[src/rtl/digit_entry_packer.sv]
// digit_entry_packer: keypad-side BCD digit buffer.
// Shifts entered digits into the ones nibble, with backspace, clear and commit.
// A commit latches the buffer into value_out and locks the buffer until clear.
// Build option: define DIGIT_MASK_EN to add a 'mask' input that shows entered
// display positions as the dash code 4'hA.

// One display nibble: blank, dash or the digit itself.
module digit_disp_lane #(
    parameter logic [3:0] BLANK_CODE = 4'hF
) (
    input  logic [3:0] digit,
    input  logic       entered,
    input  logic       mask,
    output logic [3:0] disp
);
    assign disp = !entered ? BLANK_CODE : (mask ? 4'hA : digit);
endmodule

module digit_entry_packer #(
    parameter int         MAX_DIGITS = 8,
    parameter logic [3:0] BLANK_CODE = 4'hF
) (
    input  logic        clk,
    input  logic        rst_n,
    input  logic        digit_valid,
    input  logic [3:0]  digit_in,
    input  logic        backspace,
    input  logic        clear,
    input  logic        commit,
`ifdef DIGIT_MASK_EN
    input  logic        mask,
`endif
    output logic [31:0] data_out,
    output logic [31:0] disp_out,
    output logic [3:0]  count,
    output logic        full,
    output logic        empty,
    output logic        locked,
    output logic [31:0] value_out,
    output logic        commit_valid,
    output logic        err
);
    localparam int         NUM_LANES = 8;
    localparam logic [3:0] MAXC      = 4'(MAX_DIGITS);

    // Nibbles at or above MAX_DIGITS must never hold a digit.
    function automatic logic [31:0] keep_mask();
        logic [31:0] m;
        m = '0;
        for (int i = 0; i < NUM_LANES; i++)
            if (i < MAX_DIGITS) m[4*i +: 4] = 4'hF;
        return m;
    endfunction
    localparam logic [31:0] KEEP = keep_mask();

    typedef enum logic {ENTRY, LOCKED} state_t;
    state_t state, state_nx;

    logic [31:0] data_nx, value_nx;
    logic [3:0]  cnt_nx;
    logic        cv_nx, err_nx, mask_w;
    logic [NUM_LANES-1:0][3:0] disp_nx;

`ifdef DIGIT_MASK_EN
    assign mask_w = mask;
`else
    assign mask_w = 1'b0;
`endif

    // Strobe arbitration: clear > commit > backspace > digit_valid.
    always_comb begin
        data_nx  = data_out;
        cnt_nx   = count;
        state_nx = state;
        value_nx = value_out;
        cv_nx    = 1'b0;
        err_nx   = 1'b0;
        if (clear) begin
            data_nx  = '0;
            cnt_nx   = '0;
            state_nx = ENTRY;
        end else if (commit) begin
            if (state == ENTRY && count != 4'd0) begin
                value_nx = data_out;
                cv_nx    = 1'b1;
                state_nx = LOCKED;
            end else begin
                err_nx = 1'b1;
            end
        end else if (backspace) begin
            if (state == ENTRY && count != 4'd0) begin
                data_nx = {4'h0, data_out[31:4]};
                cnt_nx  = count - 4'd1;
            end else begin
                err_nx = 1'b1;
            end
        end else if (digit_valid) begin
            if (state == ENTRY && digit_in <= 4'd9 && count < MAXC) begin
                data_nx = {data_out[27:0], digit_in} & KEEP;
                cnt_nx  = count + 4'd1;
            end else begin
                err_nx = 1'b1;
            end
        end
    end

    // Display word is built from next-state data so it lines up with data_out.
    genvar i;
    generate
        for (i = 0; i < NUM_LANES; i++) begin : g_lane
            digit_disp_lane #(.BLANK_CODE(BLANK_CODE)) u_lane (
                .digit   (data_nx[4*i +: 4]),
                .entered (4'(i) < cnt_nx),
                .mask    (mask_w),
                .disp    (disp_nx[i])
            );
        end
    endgenerate

    // State and output registers.
    always_ff @(posedge clk or negedge rst_n) begin
        if (!rst_n) begin
            state        <= ENTRY;
            data_out     <= '0;
            disp_out     <= {NUM_LANES{BLANK_CODE}};
            count        <= '0;
            value_out    <= '0;
            commit_valid <= 1'b0;
            err          <= 1'b0;
        end else begin
            state        <= state_nx;
            data_out     <= data_nx;
            disp_out     <= disp_nx;
            count        <= cnt_nx;
            value_out    <= value_nx;
            commit_valid <= cv_nx;
            err          <= err_nx;
        end
    end

    assign full   = (count == MAXC);
    assign empty  = (count == 4'd0);
    assign locked = (state == LOCKED);

endmodule

[config.mk]
export PLATFORM = sky130hd
export DESIGN_NAME = digit_entry_packer
export DESIGN_NICKNAME = d
export VERILOG_FILES = /design/src/rtl/digit_entry_packer.sv
export SDC_FILE = /design/constraint.sdc
export NUM_CORES = 1
export LEC_CHECK = 0
export CORE_MARGIN = 2
export CORE_UTILIZATION = 44
export DETAILED_ROUTE_END_ITERATION = 6
export GPL_ROUTABILITY_DRIVEN = 0
export GPL_TIMING_DRIVEN = 1
export HOLD_SLACK_MARGIN = 0.02
export PLACE_DENSITY = 0.7
export SLEW_MARGIN = 20
export SYNTH_ARGS = -nofsm -noshare
export SYNTH_HDL_FRONTEND = slang
export SYNTH_HIERARCHICAL = 1
export SYNTH_SLANG_ARGS = --single-unit
[constraint.sdc]
create_clock -name clk -period 3.36 [get_ports clk]
set_input_delay 0.672 -clock clk [delete_from_list [all_inputs] [get_ports clk]]
set_output_delay 0.672 -clock clk [all_outputs]
set_load 0.05 [all_outputs]
; Yosys cells after proc, flatten, opt, wreduce, memory -nomap -nowiden
; Index checks and enable logic that the tools add are counted.
[op_classes]
add_sub_neg = 2
n_lt_le_gt_ge = 10
eq_ne = 1
muxes = 32
bitwise_logic = 2
n_reduce_logical = 9
[op_table]
columns = cell, n
row1 = $mux 32, 6
row2 = $mux 4, 14
row3 = $lt 3x4->1 const A, 4
row4 = $mux 1, 12
row5 = $lt 1x4->1 const A, 2
row6 = $lt 2x4->1 const A, 2
row7 = $add 4x1->4 const B, 1
row8 = $eq 4x4->1 const B, 1
row9 = $le 4x4->1 const B, 1
row10 = $logic_not 4->1, 1
row11 = $lt 4x4->1 const B, 1
row12 = $reduce_bool 2->1, 2
row13 = $reduce_bool 4->1, 1
row14 = $sub 4x1->4 const B, 1
row15 = $logic_and 1x1->1, 3
row16 = $reduce_and 3->1, 1
row17 = $not 1->1, 2
row18 = $reduce_and 2->1, 1
[word_totals]
regBits = 103
wordCells = 63

; Longest topological paths before layout
; Gate-level depths: netlist of run 1.
[depth]
depth_word = 10
ltp_mapped = 11

; Modules after synthesis
; Netlist of run 1, hierarchy kept.
[modules_own_cells]
columns = module, n_inst, cells_per_inst, area_each_um2
row1 = digit_entry_packer, 1, 370, 4654.5
row2 = digit_disp_lane, 8, 6, 35.0

; Least setup slack after synthesis of run 1
; Ideal clock, no wire load.
[synth_timing]
path_kind = reg-to-reg
startpoint = reg count[1]
endpoint = reg disp_out[25]
t_arrival_ns = 3.060
required_time_ns = 3.272
path_slack_ns = 0.212
path_stages_with_launch = 10
path_buffers = 0
cell_sequence = dfrtp_1 inv_1 ha_1 nor3b_4 nor2_2 a2111oi_2 a221oi_2 or3_1 o21bai_2 or3b_1
[synth_rtl]
columns = item, line
row1 = start: declaration, 35  ; output logic [3:0] count,
row2 = start signal: assignment, 134  ; count <= cnt_nx;
row3 = end signal: assignment, 125  ; disp_out <= {NUM_LANES{BLANK_CODE}};
row4 = end signal: assignment, 133  ; disp_out <= disp_nx;
row5 = end: declaration, 34  ; output logic [31:0] disp_out,

; Worst setup path after layout of run 1
[layout_timing]
startpoint = reg count[1]
endpoint = out empty
[layout_via]
elab_chain_len = 1
[layout_lines]
columns = item, line
row1 = $logic_not 4->1, 142  ; assign empty = (count == 4'd0);
row2 = end: declaration, 37  ; output logic empty,
; No other way between the ends.

==> flow_summary.yaml, run 1 <==
status:
  outcome: "complete, no violations"
timing:
  maxSlewHeadroom: 0.4969
  max_clock_freq_mhz: 326.7
  setup_viol: 0
  fin_worst_skew_ns: 0.007472
  finalSetupTns_ns: 0
  slew_violations: 0
  hold_slack_ns: 0.3252
  hold_violations: 0
  worstMarginPinSlew_ns: 0.7546
  fin_crit_sh: 0.9109
  setup_slack_ns: 0.2994
  fin_crit_ns: 3.061
  rsz0062_at_grt: "false"
floorplanning:
  rows: 38
  die_w_um: 109.9
  initial_core_util: 0.4532
  die_area_mm2: 0.01208
  coreArea_mm2: 0.01089
  ios: 115
  die-height_um: 109.9
yosys:
  synth_top_family_by_area: "multiplexers"
  synth_compound_area_frac: 0.1415
  synth_seq_cells: 103
  synth_cell_types: 48
  synth-adder-area-share: 0.005071
  synth_xor_area_frac: 0.001775
  synth_ff_type: "dfrtp_1"
  synth-edff-count: 0
  synth.area.mux_share: 0.1846
  syn_area_mm2: 0.004935
  ys_warn_count: 6
  synth-simple-area-share: 0.09610
  syn_inst: 418
  ys_seq_area_frac: 0.5304
  avgSynthCellArea_um2: 11.81
  yosys-top-cells-area: "dfrtp_1 36%, dfstp_2 17%, mux2_1 10%, mux2i_1 5.7%, a22o_1 4.1%"
  async_flop_share: 1.000
  yosysTopAreaCell: "dfrtp_1"
  synth_top_area_share: 0.3600
pwr:
  p_leak_uw: 0.002936
  p_per_area_mw_per_mm2: 419.7
  ir_drop_mv: 0.3301
critical_path:
  crit_path_end_kind: "output port"
  critPathKind: "reg2out"
  worstPathRequired_ns: 2.69
  crit_arrival_ns: 2.39
  cp-start-kind: "register"
  crit_path_cell_trace: "inv_1 > ha_1 > nor3b_4 > clkdlybuf4s50_1"
  max_stage_delay_ns: 0.87
  cp_slowest_cell: "clkdlybuf4s50_1"
  worstPathMaxFanout: 6
cts:
  ctsHoldBuffers: 0
  cts_buffers: 9
  clock-sinks: 103
  cts_root_buf: "clkbuf_8"
  post-cts-setup-buffers: 0
  clk_pin_slew_ns: 0.10
  cts_resized: 0
  cts.htree.levels: 3
  clockBufferDepth: 2
  clk-insertion-delay-late_ns: 0.36
  cts_tree: "yes"
drt:
  post-route-drc-count: 0
  drtAntennaViolNets: 0
  met2_length_mm: 5.498
  wl_met3_um: 682
  routed-via-count: 3734
  dr.pass1.iters: 4
  drt_wl_total_mm: 11.81
  wire_per_inst_um: 16.65
  met1_length_mm: 5.428
  dr.max_layer_used: "met4"
  drt_iter0_drc: 201
  via_per_inst: 5.267
layout:
  nets: 576
  final_cell_mix: "112 x clkdlybuf4s50_1, 71 x dfrtp_1, 44 x mux2_1"
  drive_above_1_share: 0.1582
  mostFrequentLayoutCell: "clkdlybuf4s50_1"
  fillerInstances: 948
  antennaDiodeCount: 0
  area_delta_synth_final_pct: 32.71
grt:
  gr-usage-all-layers: 0.2070
  grt_overflow: 0
  antenna_found_initial: 0
  grt_pass1_wl_mm: 19.22
  grt_max_degree: 85
  first_global_vias: 3661
placement:
  hpwlAfterDp_mm: 8.403
  io_buffers: 114
  post-place-ws_ns: 0.1763
run:
  cap_violations: 0
hold_path:
  hold_class: "in2async"
final cells by class:
cell class	instances	area [µm²]	share of cell area
timing repair buffer	129	1250	0.1909
clock inverter	6	45.04	0.006878
tap	140	175.2	0.02675
clock buffer	10	127.6	0.01949
sequential	103	2618	0.3997
inverter	24	90.09	0.01376
multi-input combinational	297	2243	0.3426
synthesized netlist by cell type (all sizes together) (4+ instances only):
| library cell | number |
|---|---|
| inv | 24 |
| o21ai | 42 |
| a21o | 7 |
| a21oi | 6 |
| a32o | 4 |
| nor3 | 4 |
| mux2 | 56 |
| or3b | 17 |
| buf | 14 |
| nor2 | 12 |
| dfrtp | 71 |
| dfstp | 32 |
| mux2i | 28 |
| a22o | 23 |
| a221oi | 6 |
| nand2 | 32 |
| clkbuf | 11 |
per-layer routing:
metal	vias up	track usage
met1	1813	0.2900
met3	18	0.03853
li1	1766	-
met4	0	0.06420
met2	137	0.3260
met5	-	0
worst max-delay path, delay by kind of cell (launching register included):
family | cells | cell delay (ns)
adders and majority gates | 1 | 0.20
buffers and inverters | 2 | 1.00
DFF | 1 | 0.49
and+or+nand+nor | 1 | 0.33
flip-flops by register name, indices dropped and copies added, names as in the netlist:
signal	cells
commit_valid	1
data_out	32
disp_out	32
value_out	32
count	4
locked	1
err	1
metrics by stage:
step | instance area [µm²] | total power [µW] | util | cells
6_report | 6549 | 2749 | 0.6015 | 709
2_1_floorplan | 5051 | 1845 | - | 449
3_3_place_gp | 6372 | 2073 | 0.5853 | 693
3_5_place_dp | 6372 | 2076 | 0.5853 | 693
4_1_cts | 6545 | 2787 | 0.6011 | 709
5_1_grt | 6549 | 2874 | 0.6015 | 709
worst paths after layout:
kind	from	endpoint	slack (ns)	depth (start not counted)
worst max-delay path	count[1]	empty	0.30	4
worst min-delay path	rst_n	value_out[18]	0.33	1
worst max register to register	count[1]	disp_out[25]	0.56	9
worst min register to register	value_out[13]	value_out[13]	0.49	1
max in group asynchronous	rst_n	disp_out[3]	2.26	2
min in group clk	value_out[13]	value_out[13]	0.49	1
kinds of logic (layout without fill, tap and decap cells):
group | count (synthesis) | count (layout)
fa+ha+maj | 2 | 2
flops | 103 | 103
mux | 84 | 84
buf+inv | 49 | 169
compound gates | 98 | 98
simple gates | 80 | 80
other cells | 1 | 32
xor+xnor | 1 | 1
power breakdown:
part	switching [µW]	internal (µW)	leakage, µW
sequential	42.3	1320	0.00132
combinational	455	238	0.00153
clock	423	272	0.0000789
No activity file was read; power rests on OpenSTA's default activity.
==> inputs of run 2 (changes only) <==
CELL_PAD_IN_SITES_DETAIL_PLACEMENT = 1   (was unset)
CELL_PAD_IN_SITES_GLOBAL_PLACEMENT = 1   (was unset)
CORE_MARGIN = unset   (was 2)
CORE_UTILIZATION = 39   (was 44)
PLACE_DENSITY = 0.77   (was 0.7)
==> run 2 against run 1 <==
Compared with the run above: first-iteration DRC count decreased by 13%; worst setup slack got worse by 0.0013 ns; sequential power about the same; via count increased by 1.8%; combinational power increased by 2%; critical path type unchanged; largest power group unchanged.
==> flow_summary.yaml, run 2 (same netlist as run 1, synthesis figures left out) <==
grt:
  gr-usage-all-layers: 0.2303
  first_global_vias: 4094
  antenna_found_initial: 0
  grt_overflow: 0
  grt_max_degree: 67
  grt_pass1_wl_mm: 22.91
cts:
  clock-sinks: 103
  clk_pin_slew_ns: 0.07
  ctsHoldBuffers: 0
  clockBufferDepth: 2
  cts.htree.levels: 3
  cts_buffers: 9
  cts_tree: "yes"
  post-cts-setup-buffers: 0
  cts_root_buf: "clkbuf_16"
  cts_resized: 0
  clk-insertion-delay-late_ns: 0.35
critical_path:
  cp-start-kind: "register"
  crit_path_cell_trace: "inv_1 > ha_1 > nor3b_4 > clkdlybuf4s50_1"
  cp_slowest_cell: "clkdlybuf4s50_1"
  crit_path_end_kind: "output port"
  critPathKind: "reg2out"
  worstPathMaxFanout: 6
  max_stage_delay_ns: 0.87
  crit_arrival_ns: 2.39
  worstPathRequired_ns: 2.69
floorplanning:
  coreArea_mm2: 0.01216
  rows: 40
  ios: 115
  initial_core_util: 0.4058
  die_w_um: 114.5
  die_area_mm2: 0.01311
  die-height_um: 114.5
drt:
  drt_wl_total_mm: 14.13
  wire_per_inst_um: 19.23
  drtAntennaViolNets: 0
  routed-via-count: 3803
  post-route-drc-count: 0
  drt_iter0_drc: 174
  dr.pass1.iters: 4
  via_per_inst: 5.174
timing:
  hold_slack_ns: 0.4290
  fin_crit_ns: 3.062
  hold_violations: 0
  fin_worst_skew_ns: 0.005598
  maxSlewHeadroom: 0.4258
  finalSetupTns_ns: 0
  rsz0062_at_grt: "false"
  max_clock_freq_mhz: 326.6
  slew_violations: 0
  worstMarginPinSlew_ns: 0.8613
  setup_viol: 0
  fin_crit_sh: 0.9113
placement:
  hpwlAfterDp_mm: 9.890
  io_buffers: 114
  dp_cells: 719
  postPlaceCellArea_mm2: 0.006417
layout:
  multi_input_comb_area_mm2: 0.002243
  fillerInstances: 1315
  antennaDiodeCount: 0
  nets: 574
  final_cells: 735
  area_delta_synth_final_pct: 36.08
  drive_above_1_share: 0.1570
  finalInstanceArea_mm2: 0.006715
  mostFrequentLayoutCell: "clkdlybuf4s50_1"
  seq_area_mm2: 0.002618
  final_cell_mix: "112 x clkdlybuf4s50_1, 71 x dfrtp_1, 44 x mux2_1"
  reg_top3: "data_out: 32 flops, disp_out: 32 flops, value_out: 32 flops"
pwr:
  p_per_area_mw_per_mm2: 465.3
  ir_drop_mv: 0.2707
  power_uw: 3125
  p_leak_uw: 0.002995
run:
  cap_violations: 0
status:
  outcome: "complete, no violations"
hold_path:
  hold_class: "in2async"
==> run 2: changes by cell type in the layout (fill, tap and decap cells not counted), sizes merged <==
| cell | delta |
|---|---|
| buf | -2 |
| clkinvlp | -1 |
| clkinv | +1 |
| bufinv | +1 |
| clkbuf | -1 |
==> run 2: final cells by class <==
cell class / instances / share of cell area
Tap cell: 168 / 0.03130
Clock buffer: 9 / 0.03354
Sequential cell: 103 / 0.3898
Multi-Input combinational cell: 297 / 0.3341
Timing Repair Buffer: 127 / 0.1871
Clock inverter: 7 / 0.01081
Inverter: 24 / 0.01342
==> run 2: power by group <==
group / switching [µW] / internal, µW / leakage, µW / total, µW
logic: 467 / 240 / 0.00153 / 707
clock network: 476 / 579 / 0.000142 / 1060
registers: 44.4 / 1320 / 0.00132 / 1360
total: 987 / 2140 / 0.00300 / 3120
==> run 2: per-stage QoR <==
step / worst slack, ns / util
floorplan: 0.2121 / -
global placement: 0.2264 / 0.5277
detailed placement: 0.1394 / 0.5277
CTS: 0.2606 / 0.5522
global route: 0.1592 / 0.5522
finish: 0.2982 / 0.5522
==> run 2: metal layers <==
layer  track usage  wire, µm  up-vias
met4       0.08312       213        0
met5             0         0        -
li1              -         -     1761
met1        0.2993      6380     1942
met2        0.3976      7184       84
met3       0.02488       352       16
==> run 2: worst max-delay path: cells and delay by family (launching register included) <==
family	cells	cell delay (ns)
buffers and inverters	2	1.02
DFF	1	0.49
and+or+nand+nor	1	0.33
adders and majority gates	1	0.20
==> run 2: path summary, 6_finish.rpt <==
path	from	end	slack [ns]	cells past startpoint
min in group clk	value_out[12]	value_out[12]	0.49	1
setup reg to reg	count[1]	disp_out[27]	0.47	9
hold / removal	rst_n	value_out[25]	0.43	1
max in group asynchronous	rst_n	disp_out[12]	2.17	2
hold reg to reg	value_out[12]	value_out[12]	0.49	1
setup / recovery	count[1]	empty	0.30	4
